===== src/rtl/vga_timing_pkg.sv =====
// vga_timing_pkg: 1024x768@60 raster constants and small helpers shared by
// the scan timing block.
package vga_timing_pkg;

  localparam int unsigned COORD_W = 11;
  localparam logic [COORD_W-1:0] OFFSCREEN = 11'h7FF;

  localparam int unsigned VGA_H_VISIBLE = 1024;
  localparam int unsigned VGA_H_FRONT   = 24;
  localparam int unsigned VGA_H_SYNC    = 136;
  localparam int unsigned VGA_H_BACK    = 160;
  localparam int unsigned VGA_H_TOTAL   = VGA_H_VISIBLE + VGA_H_FRONT + VGA_H_SYNC + VGA_H_BACK;

  localparam int unsigned VGA_V_VISIBLE = 768;
  localparam int unsigned VGA_V_FRONT   = 3;
  localparam int unsigned VGA_V_SYNC    = 6;
  localparam int unsigned VGA_V_BACK    = 29;
  localparam int unsigned VGA_V_TOTAL   = VGA_V_VISIBLE + VGA_V_FRONT + VGA_V_SYNC + VGA_V_BACK;

  // Counter value while inside the visible area, OFFSCREEN marker otherwise.
  function automatic logic [COORD_W-1:0] visible_coord(input logic [COORD_W-1:0] cnt,
                                                       input logic [COORD_W-1:0] limit);
    return (cnt < limit) ? cnt : OFFSCREEN;
  endfunction

  // Map "inside the sync window" onto the configured electrical level.
  function automatic logic sync_level(input logic in_window, input logic active);
    return in_window ? active : ~active;
  endfunction

endpackage


===== src/rtl/sync_delay.sv =====
// sync_delay: DEPTH-stage shift register with clock enable; reset fills
// every stage with RST_VAL so the output is idle immediately.
module sync_delay #(
  parameter int unsigned DEPTH   = 2,
  parameter logic        RST_VAL = 1'b1
) (
  input  logic clk,
  input  logic rst,
  input  logic ce,
  input  logic d,
  output logic q
);

  logic [DEPTH-1:0] stages;

  // Shift one stage per enabled pixel; hold otherwise.
  always_ff @(posedge clk or posedge rst) begin
    if (rst) begin
      stages <= {DEPTH{RST_VAL}};
    end else if (ce) begin
      stages[0] <= d;
      for (int unsigned i = 1; i < DEPTH; i++) begin
        stages[i] <= stages[i-1];
      end
    end
  end

  assign q = stages[DEPTH-1];

endmodule


===== src/rtl/vga_scan_timing.sv =====
// vga_scan_timing: raster scan generator producing pixel coordinates,
// delayed hsync/vsync and a per-frame pulse at the start of vertical blanking.
// Optional generation divider enabled by defining VGA_GEN_TICK_EN.
module vga_scan_timing
  import vga_timing_pkg::*;
#(
  parameter int unsigned H_VISIBLE   = VGA_H_VISIBLE,
  parameter int unsigned H_FRONT     = VGA_H_FRONT,
  parameter int unsigned H_SYNC      = VGA_H_SYNC,
  parameter int unsigned H_BACK      = VGA_H_BACK,
  parameter int unsigned V_VISIBLE   = VGA_V_VISIBLE,
  parameter int unsigned V_FRONT     = VGA_V_FRONT,
  parameter int unsigned V_SYNC      = VGA_V_SYNC,
  parameter int unsigned V_BACK      = VGA_V_BACK,
  parameter logic        SYNC_ACTIVE = 1'b0,
  parameter int unsigned SYNC_DELAY  = 1,
  parameter int unsigned GEN_DIV     = 30
) (
  input  logic               clk,
  input  logic               rst,
  input  logic               pix_ce,
  output logic [COORD_W-1:0] x,
  output logic [COORD_W-1:0] y,
  output logic               hsync,
  output logic               vsync,
  output logic               frame_done,
  output logic               gen_tick,
  input  logic               gen_pause
);

  localparam int unsigned H_TOTAL = H_VISIBLE + H_FRONT + H_SYNC + H_BACK;
  localparam int unsigned V_TOTAL = V_VISIBLE + V_FRONT + V_SYNC + V_BACK;

  localparam logic [COORD_W-1:0] H_LAST   = COORD_W'(H_TOTAL - 1);
  localparam logic [COORD_W-1:0] V_LAST   = COORD_W'(V_TOTAL - 1);
  localparam logic [COORD_W-1:0] H_VIS_C  = COORD_W'(H_VISIBLE);
  localparam logic [COORD_W-1:0] V_VIS_C  = COORD_W'(V_VISIBLE);
  localparam logic [COORD_W-1:0] HS_START = COORD_W'(H_VISIBLE + H_FRONT);
  localparam logic [COORD_W-1:0] HS_END   = COORD_W'(H_VISIBLE + H_FRONT + H_SYNC);
  localparam logic [COORD_W-1:0] VS_START = COORD_W'(V_VISIBLE + V_FRONT);
  localparam logic [COORD_W-1:0] VS_END   = COORD_W'(V_VISIBLE + V_FRONT + V_SYNC);

  localparam int unsigned SYNC_DEPTH = 1 + SYNC_DELAY;

  logic [COORD_W-1:0] h_cnt;
  logic [COORD_W-1:0] v_cnt;
  logic               h_last;
  logic               v_last;
  logic               frame_start;
  logic               hsync_raw;
  logic               vsync_raw;

  assign h_last      = (h_cnt == H_LAST);
  assign v_last      = (v_cnt == V_LAST);
  assign frame_start = (h_cnt == '0) && (v_cnt == V_VIS_C);

  // Raw sync levels; vsync follows v_cnt so it switches on whole lines at h_cnt=0.
  always_comb begin
    hsync_raw = sync_level((h_cnt >= HS_START) && (h_cnt < HS_END), SYNC_ACTIVE);
    vsync_raw = sync_level((v_cnt >= VS_START) && (v_cnt < VS_END), SYNC_ACTIVE);
  end

  // Pixel/line counters; both wrap together at the last pixel of the frame.
  always_ff @(posedge clk or posedge rst) begin
    if (rst) begin
      h_cnt <= '0;
      v_cnt <= '0;
    end else if (pix_ce) begin
      h_cnt <= h_last ? '0 : h_cnt + 1'b1;
      if (h_last) begin
        v_cnt <= v_last ? '0 : v_cnt + 1'b1;
      end
    end
  end

  // Registered coordinates and frame pulse. frame_done is cleared on every
  // clk that is not the qualifying enabled cycle, so it stays one clk wide
  // even when pix_ce is slower than clk.
  always_ff @(posedge clk or posedge rst) begin
    if (rst) begin
      x          <= '0;
      y          <= '0;
      frame_done <= 1'b0;
    end else begin
      frame_done <= pix_ce && frame_start;
      if (pix_ce) begin
        x <= visible_coord(h_cnt, H_VIS_C);
        y <= visible_coord(v_cnt, V_VIS_C);
      end
    end
  end

  sync_delay #(
    .DEPTH   (SYNC_DEPTH),
    .RST_VAL (~SYNC_ACTIVE)
  ) u_hsync_delay (
    .clk (clk),
    .rst (rst),
    .ce  (pix_ce),
    .d   (hsync_raw),
    .q   (hsync)
  );

  sync_delay #(
    .DEPTH   (SYNC_DEPTH),
    .RST_VAL (~SYNC_ACTIVE)
  ) u_vsync_delay (
    .clk (clk),
    .rst (rst),
    .ce  (pix_ce),
    .d   (vsync_raw),
    .q   (vsync)
  );

`ifdef VGA_GEN_TICK_EN
  localparam int unsigned DIV_W = (GEN_DIV > 1) ? $clog2(GEN_DIV) : 1;
  localparam logic [DIV_W-1:0] DIV_LAST = DIV_W'(GEN_DIV - 1);

  logic [DIV_W-1:0] div_cnt;

  // Frame divider; the wrapping frame raises gen_tick alongside frame_done.
  always_ff @(posedge clk or posedge rst) begin
    if (rst) begin
      div_cnt  <= '0;
      gen_tick <= 1'b0;
    end else begin
      gen_tick <= 1'b0;
      if (pix_ce && frame_start) begin
        div_cnt  <= (div_cnt == DIV_LAST) ? '0 : div_cnt + 1'b1;
        gen_tick <= (div_cnt == DIV_LAST) && !gen_pause;
      end
    end
  end
`else
  logic unused_gen_pause;

  assign unused_gen_pause = gen_pause;
  assign gen_tick         = 1'b0;
`endif

endmodule


===== config.mk =====
export PLATFORM = sky130hd
export DESIGN_NAME = vga_scan_timing
export DESIGN_NICKNAME = d
export VERILOG_FILES = /design/src/rtl/vga_timing_pkg.sv /design/src/rtl/sync_delay.sv /design/src/rtl/vga_scan_timing.sv
export SDC_FILE = /design/constraint.sdc
export NUM_CORES = 1
export LEC_CHECK = 0
export CAP_MARGIN = 20
export CORE_MARGIN = 5
export CORE_UTILIZATION = 58
export DETAILED_ROUTE_END_ITERATION = 12
export MAX_ROUTING_LAYER = met4
export PLACE_DENSITY = 0.84
export SLEW_MARGIN = 0
export SYNTH_ARGS = -nofsm -noshare
export SYNTH_HDL_FRONTEND = slang
export SYNTH_SLANG_ARGS = --single-unit
export TNS_END_PERCENT = 30

===== constraint.sdc =====
create_clock -name clk -period 3.09 [get_ports clk]
set_input_delay 0.4635 -clock clk [delete_from_list [all_inputs] [get_ports clk]]
set_output_delay 0.4635 -clock clk [all_outputs]
set_load 0.01 [all_outputs]

; ---- After elaboration in Yosys (flattened, before gate mapping)
; Cells that the tools add are included.
[classes]
reduce_logical = 6
n_eq_ne = 3
magnitude_cmp = 6
n_addsub = 2
muxes = 6
[ops]
columns = cell, n
row1 = 11-bit two-way mux, 4
row2 = "11-bit by 1-bit adder with 11-bit output, second input constant", 2
row3 = "11-bit by 10-bit equality test with 1-bit output, second input constant", 2
row4 = "11-bit by 10-bit less-than comparator with 1-bit output, second input constant", 2
row5 = "11-bit less-than comparator, second input constant", 2
row6 = "11-bit equality test, second input constant", 1
row7 = "11-bit by 10-bit greater-or-equal comparator with 1-bit output, second input constant", 1
row8 = "11-bit greater-or-equal comparator, second input constant", 1
row9 = 11-bit zero test, 1
row10 = 1-bit logical AND, 4
row11 = 1-bit two-way mux, 2
row12 = 2-bit AND reduction, 1
[totals]
input_bits = 4
wordCells = 30
regBits = 49
output_inout_bits = 26

; ---- Logic depth before layout (Yosys ltp)
[depth]
depth_word = 3
ltp_mapped = 6
mapped_depth_nobuf = 6

; ---- Cells and area by module
; From an unflattened synthesis, not the netlist that was laid out.
[hier_totals]
cells_unflattened = 244
hier_area_um2 = 2406.1
[modules_own_cells]
columns = module, cells_each, area_each_um2, instances
row1 = vga_scan_timing, 234, 2248.4, 1
row2 = sync_delay, 5, 78.8, 2

; ---- Least setup slack after synthesis
; No wires, ideal clock.
[synth_timing]
path_type = flip-flop to flip-flop
from = register h_cnt[9]
to = register v_cnt[5]
arrival_time_ns = 2.008
path_slack_ns = 1.004
period_less_slack_ns = 2.086
stages_incl_launch_ff = 6
path_buffers = 1
required_time_ns = 3.013
path_cell_list = dfrtp_1 buf_6 or4b_4 or4_4 or3_1 a21oi_1
[synth_between]
elab_chain_len = 2
[synth_rtl]
columns = item, line
row1 = "start, declared", vga_scan_timing.sv:45  ; logic [COORD_W-1:0] h_cnt;
row2 = "start signal, assigned", vga_scan_timing.sv:69  ; h_cnt <= h_last ? '0 : h_cnt + 1'b1;
row3 = 11-bit equality test, vga_scan_timing.sv:53  ; assign h_last = (h_cnt == H_LAST);
row4 = 2-bit AND reduction (no line), -
row5 = "end signal, assigned", vga_scan_timing.sv:71  ; v_cnt <= v_last ? '0 : v_cnt + 1'b1;
row6 = "end, declared", vga_scan_timing.sv:46  ; logic [COORD_W-1:0] v_cnt;
; Every way passes these cells.
; A chain may end at the register's enable or synchronous reset.

; ---- Worst setup path in the final report
[layout_timing]
from = register h_cnt[10]
to = register v_cnt[8]
; The elaborated chain is that of the path after synthesis.

==> metrics <==
syn avg cell area=9.90 sq um; Lkg Pwr=1.11 nW; Tmin final=2.46 ns; Via-to-Cell Ratio=5.78; gr ovfl total=0; CTS clk-pin slew, worst paths=0.09 ns; Seq/Total Area, Yosys=53.8%; final setup fails=0; Main synth FF type=dfrtp_1; Power Internal=996 uW; Synth Warn #=0; Seq pwr share=55.5%; fin cells=301; Ant. Diodes=0; Final Skew=0.00990 ns; Comb power frac=17.5%; Post-synth EDFFs=0; worst rel slew slack=58.5%; Syn-to-layout area delta=16.6%; Root Driver=clkbuf_8; router iterations before antenna repair=5; PostCTS Resize Cnt=0; pin count of the biggest net entering global routing=50; PortBufs=27; Post-CTS Setup Bufs=0; Final Hold Viols=0; P per Cell Area=529 mW/mm^2; #FFs+latches synth=49; Ports=30; VDD IR max=0.000422 V; Net Sw Power=415 uW; vias in the first global route=1664; full die area=0.00530 sq mm; H-Tree Level Count=2; synth unique cells=39; share of layout cells above drive strength 1=8.70%; CTS buffer count=5; final-stage net count=261; startpoint class of the critical path=flip-flop; fin. max-slew vios=0; worst r2r path cells=4; synthesized area=0.00229 sq mm; Clk Latency, worst-skew pair=0.31 ns; maximum clock frequency=406 MHz; Final Wtd Congestion=0.859; Worst-Margin Slew=0.614 ns; RSZ-0062 raised after global routing=no; global-route wire length before repair=8.10 mm; CTS tree=done; final wirelength=4.57 mm; required time of the critical path=3.32 ns; CTS Hold Bufs=0; critical path fanouts, max=17; cell count after placement=292; setup total negative slack=0 ns; First DRT Iteration DRCs=130; routed via count=1739; period utilization=79.7%; Initial Util=61.1%; Final HPWL DP=3.08 mm; MaxCap Viol Count=0; antenna violations before repair=0; status=finished, final reports clean; wire per inst=15.2 microns; Chip Height=72.8 microns; Clock Power Share=27.0%; Core Area=0.00374 sq mm; CP arrival=2.69 ns; Async SR Flop Fraction=100%; HP Class=input port to asynchronous set/reset pin; Total GRT Usage=20.4%; number of cell rows=22; Chip Width=72.8 microns; Cells after Synth=231; Sw Share=29.4%; critical path capture point type=flip-flop; Remaining DRCs=0; worst setup path category=flip-flop to flip-flop; Routed Antenna Nets=0; CTS Sinks=49; syn nets=240; CTS Buffer Depth=2
layout by cell type (no fill, tap or decap), types with 2 or more instances in the layout:
cell / count
and4_1: 4
and3_1: 3
inv_1: 5
mux2_2: 3
nand4_1: 5
dfstp_2: 4
ha_1: 5
nor3_1: 4
nor2_1: 32
dfrtp_1: 45
a21oi_1: 19
or3_1: 4
clkdlybuf4s50_1: 27
a31oi_1: 2
o22a_1: 9
nand2_1: 19
buf_4: 2
nand3_1: 7
clkbuf_8: 5
xnor2_1: 7
o21ai_0: 12
nor4_1: 5
or4_1: 3
xor2_1: 4
worst max-delay path, stage by stage, from the launching register on:
cell     delay, ns
dfrtp_1       0.70
or4b_4        0.56
or4_1         0.59
or3_1         0.36
a21oi_1       0.16
power by group through the flow:
stage               combinational, mW  clock (mW)  sequential (mW)
global route                    0.278       0.414            0.795
detailed placement              0.243           0            0.793
global placement                0.238           0            0.791
floorplan                       0.129           0            0.792
CTS                             0.246       0.390            0.782
finish                          0.246       0.381            0.783
worst paths after layout:
path                                       start                                  end  slack, ns
setup / recovery           h_cnt[10]$_DFFE_PP0P_                 v_cnt[8]$_DFFE_PP0P_       0.63
hold / removal                               rst                 v_cnt[4]$_DFFE_PP0P_       0.33
setup reg to reg           h_cnt[10]$_DFFE_PP0P_                 v_cnt[8]$_DFFE_PP0P_       0.63
hold reg to reg                y[10]$_DFFE_PP0P_                    y[10]$_DFFE_PP0P_       0.49
max in group asynchronous                    rst  u_hsync_delay.stages[0]$_DFFE_PP1P_       2.27
min in group clk               y[10]$_DFFE_PP0P_                    y[10]$_DFFE_PP0P_       0.49
layout make-up:
| type | count | area [sq um] |
|---|---|---|
| Inverter | 6 | 22.5 |
| Fill cell | 292 | 1080 |
| Sequential cell | 49 | 1230 |
| Tap cell | 48 | 60.1 |
| Clock buffer | 6 | 72.6 |
| Clock inverter | 2 | 16.3 |
| Timing Repair Buffer | 30 | 305 |
| Multi-Input combinational cell | 160 | 958 |
cell usage after synthesis (4+ instances only):
master | n | area share [%]
a21oi_1 | 19 | 4.2
and4_1 | 4 | 1.5
clkbuf_1 | 10 | 1.6
dfrtp_1 | 45 | 49
dfstp_2 | 4 | 4.6
ha_1 | 5 | 2.7
inv_1 | 6 | 0.98
nand2_1 | 19 | 3.1
nand3_1 | 7 | 1.5
nand4_1 | 5 | 1.4
nor2_1 | 32 | 5.3
nor3_1 | 4 | 0.88
nor4_1 | 5 | 1.4
o21ai_0 | 12 | 2.6
o22a_1 | 9 | 3.4
or3_1 | 4 | 1.1
xnor2_1 | 7 | 2.7
xor2_1 | 4 | 1.5
registers in the layout, summed over array words and instances (netlist names):
register	flops
frame_done	1
h_cnt	11
u_hsync_delay.stages	2
u_vsync_delay.stages	2
v_cnt	11
x	11
y	11
layer usage:
metal | vias to the layer above | track usage, % | part of all wire (%)
met1 | 836 | 30.6 | 51
met3 | 8 | 5.23 | 4.0
li1 | 852 | - | -
met4 | 0 | 8.40 | 2.0
met5 | - | - | 0
met2 | 43 | 25.9 | 43
metrics by stage:
stage | power (mW) | instance area, sq um | hold WS, ns | utilization [%] | setup WS, ns
global route | 1.49 | 2670 | 0.347 | 71.2 | 0.479
floorplan | 0.920 | 2290 | 0.465 | - | 1.00
CTS | 1.42 | 2650 | 0.492 | 70.7 | 0.649
global placement | 1.03 | 2560 | 0.464 | 68.3 | 0.694
finish | 1.41 | 2670 | 0.333 | 71.2 | 0.627
detailed placement | 1.04 | 2560 | 0.470 | 68.3 | 0.673
cell families after synthesis:
logic type,share of synthesized area [%]
AND/OR/NAND/NOR,21.2
flip-flops,53.8
AO/OA/AOI/OAI,12.1
buffers and inverters,4.27
XOR/XNOR,4.21
adder cells (fa/ha/maj),2.74
multiplexers,1.48
other,0.164
Note: power is estimated with default switching activity, not from simulation.
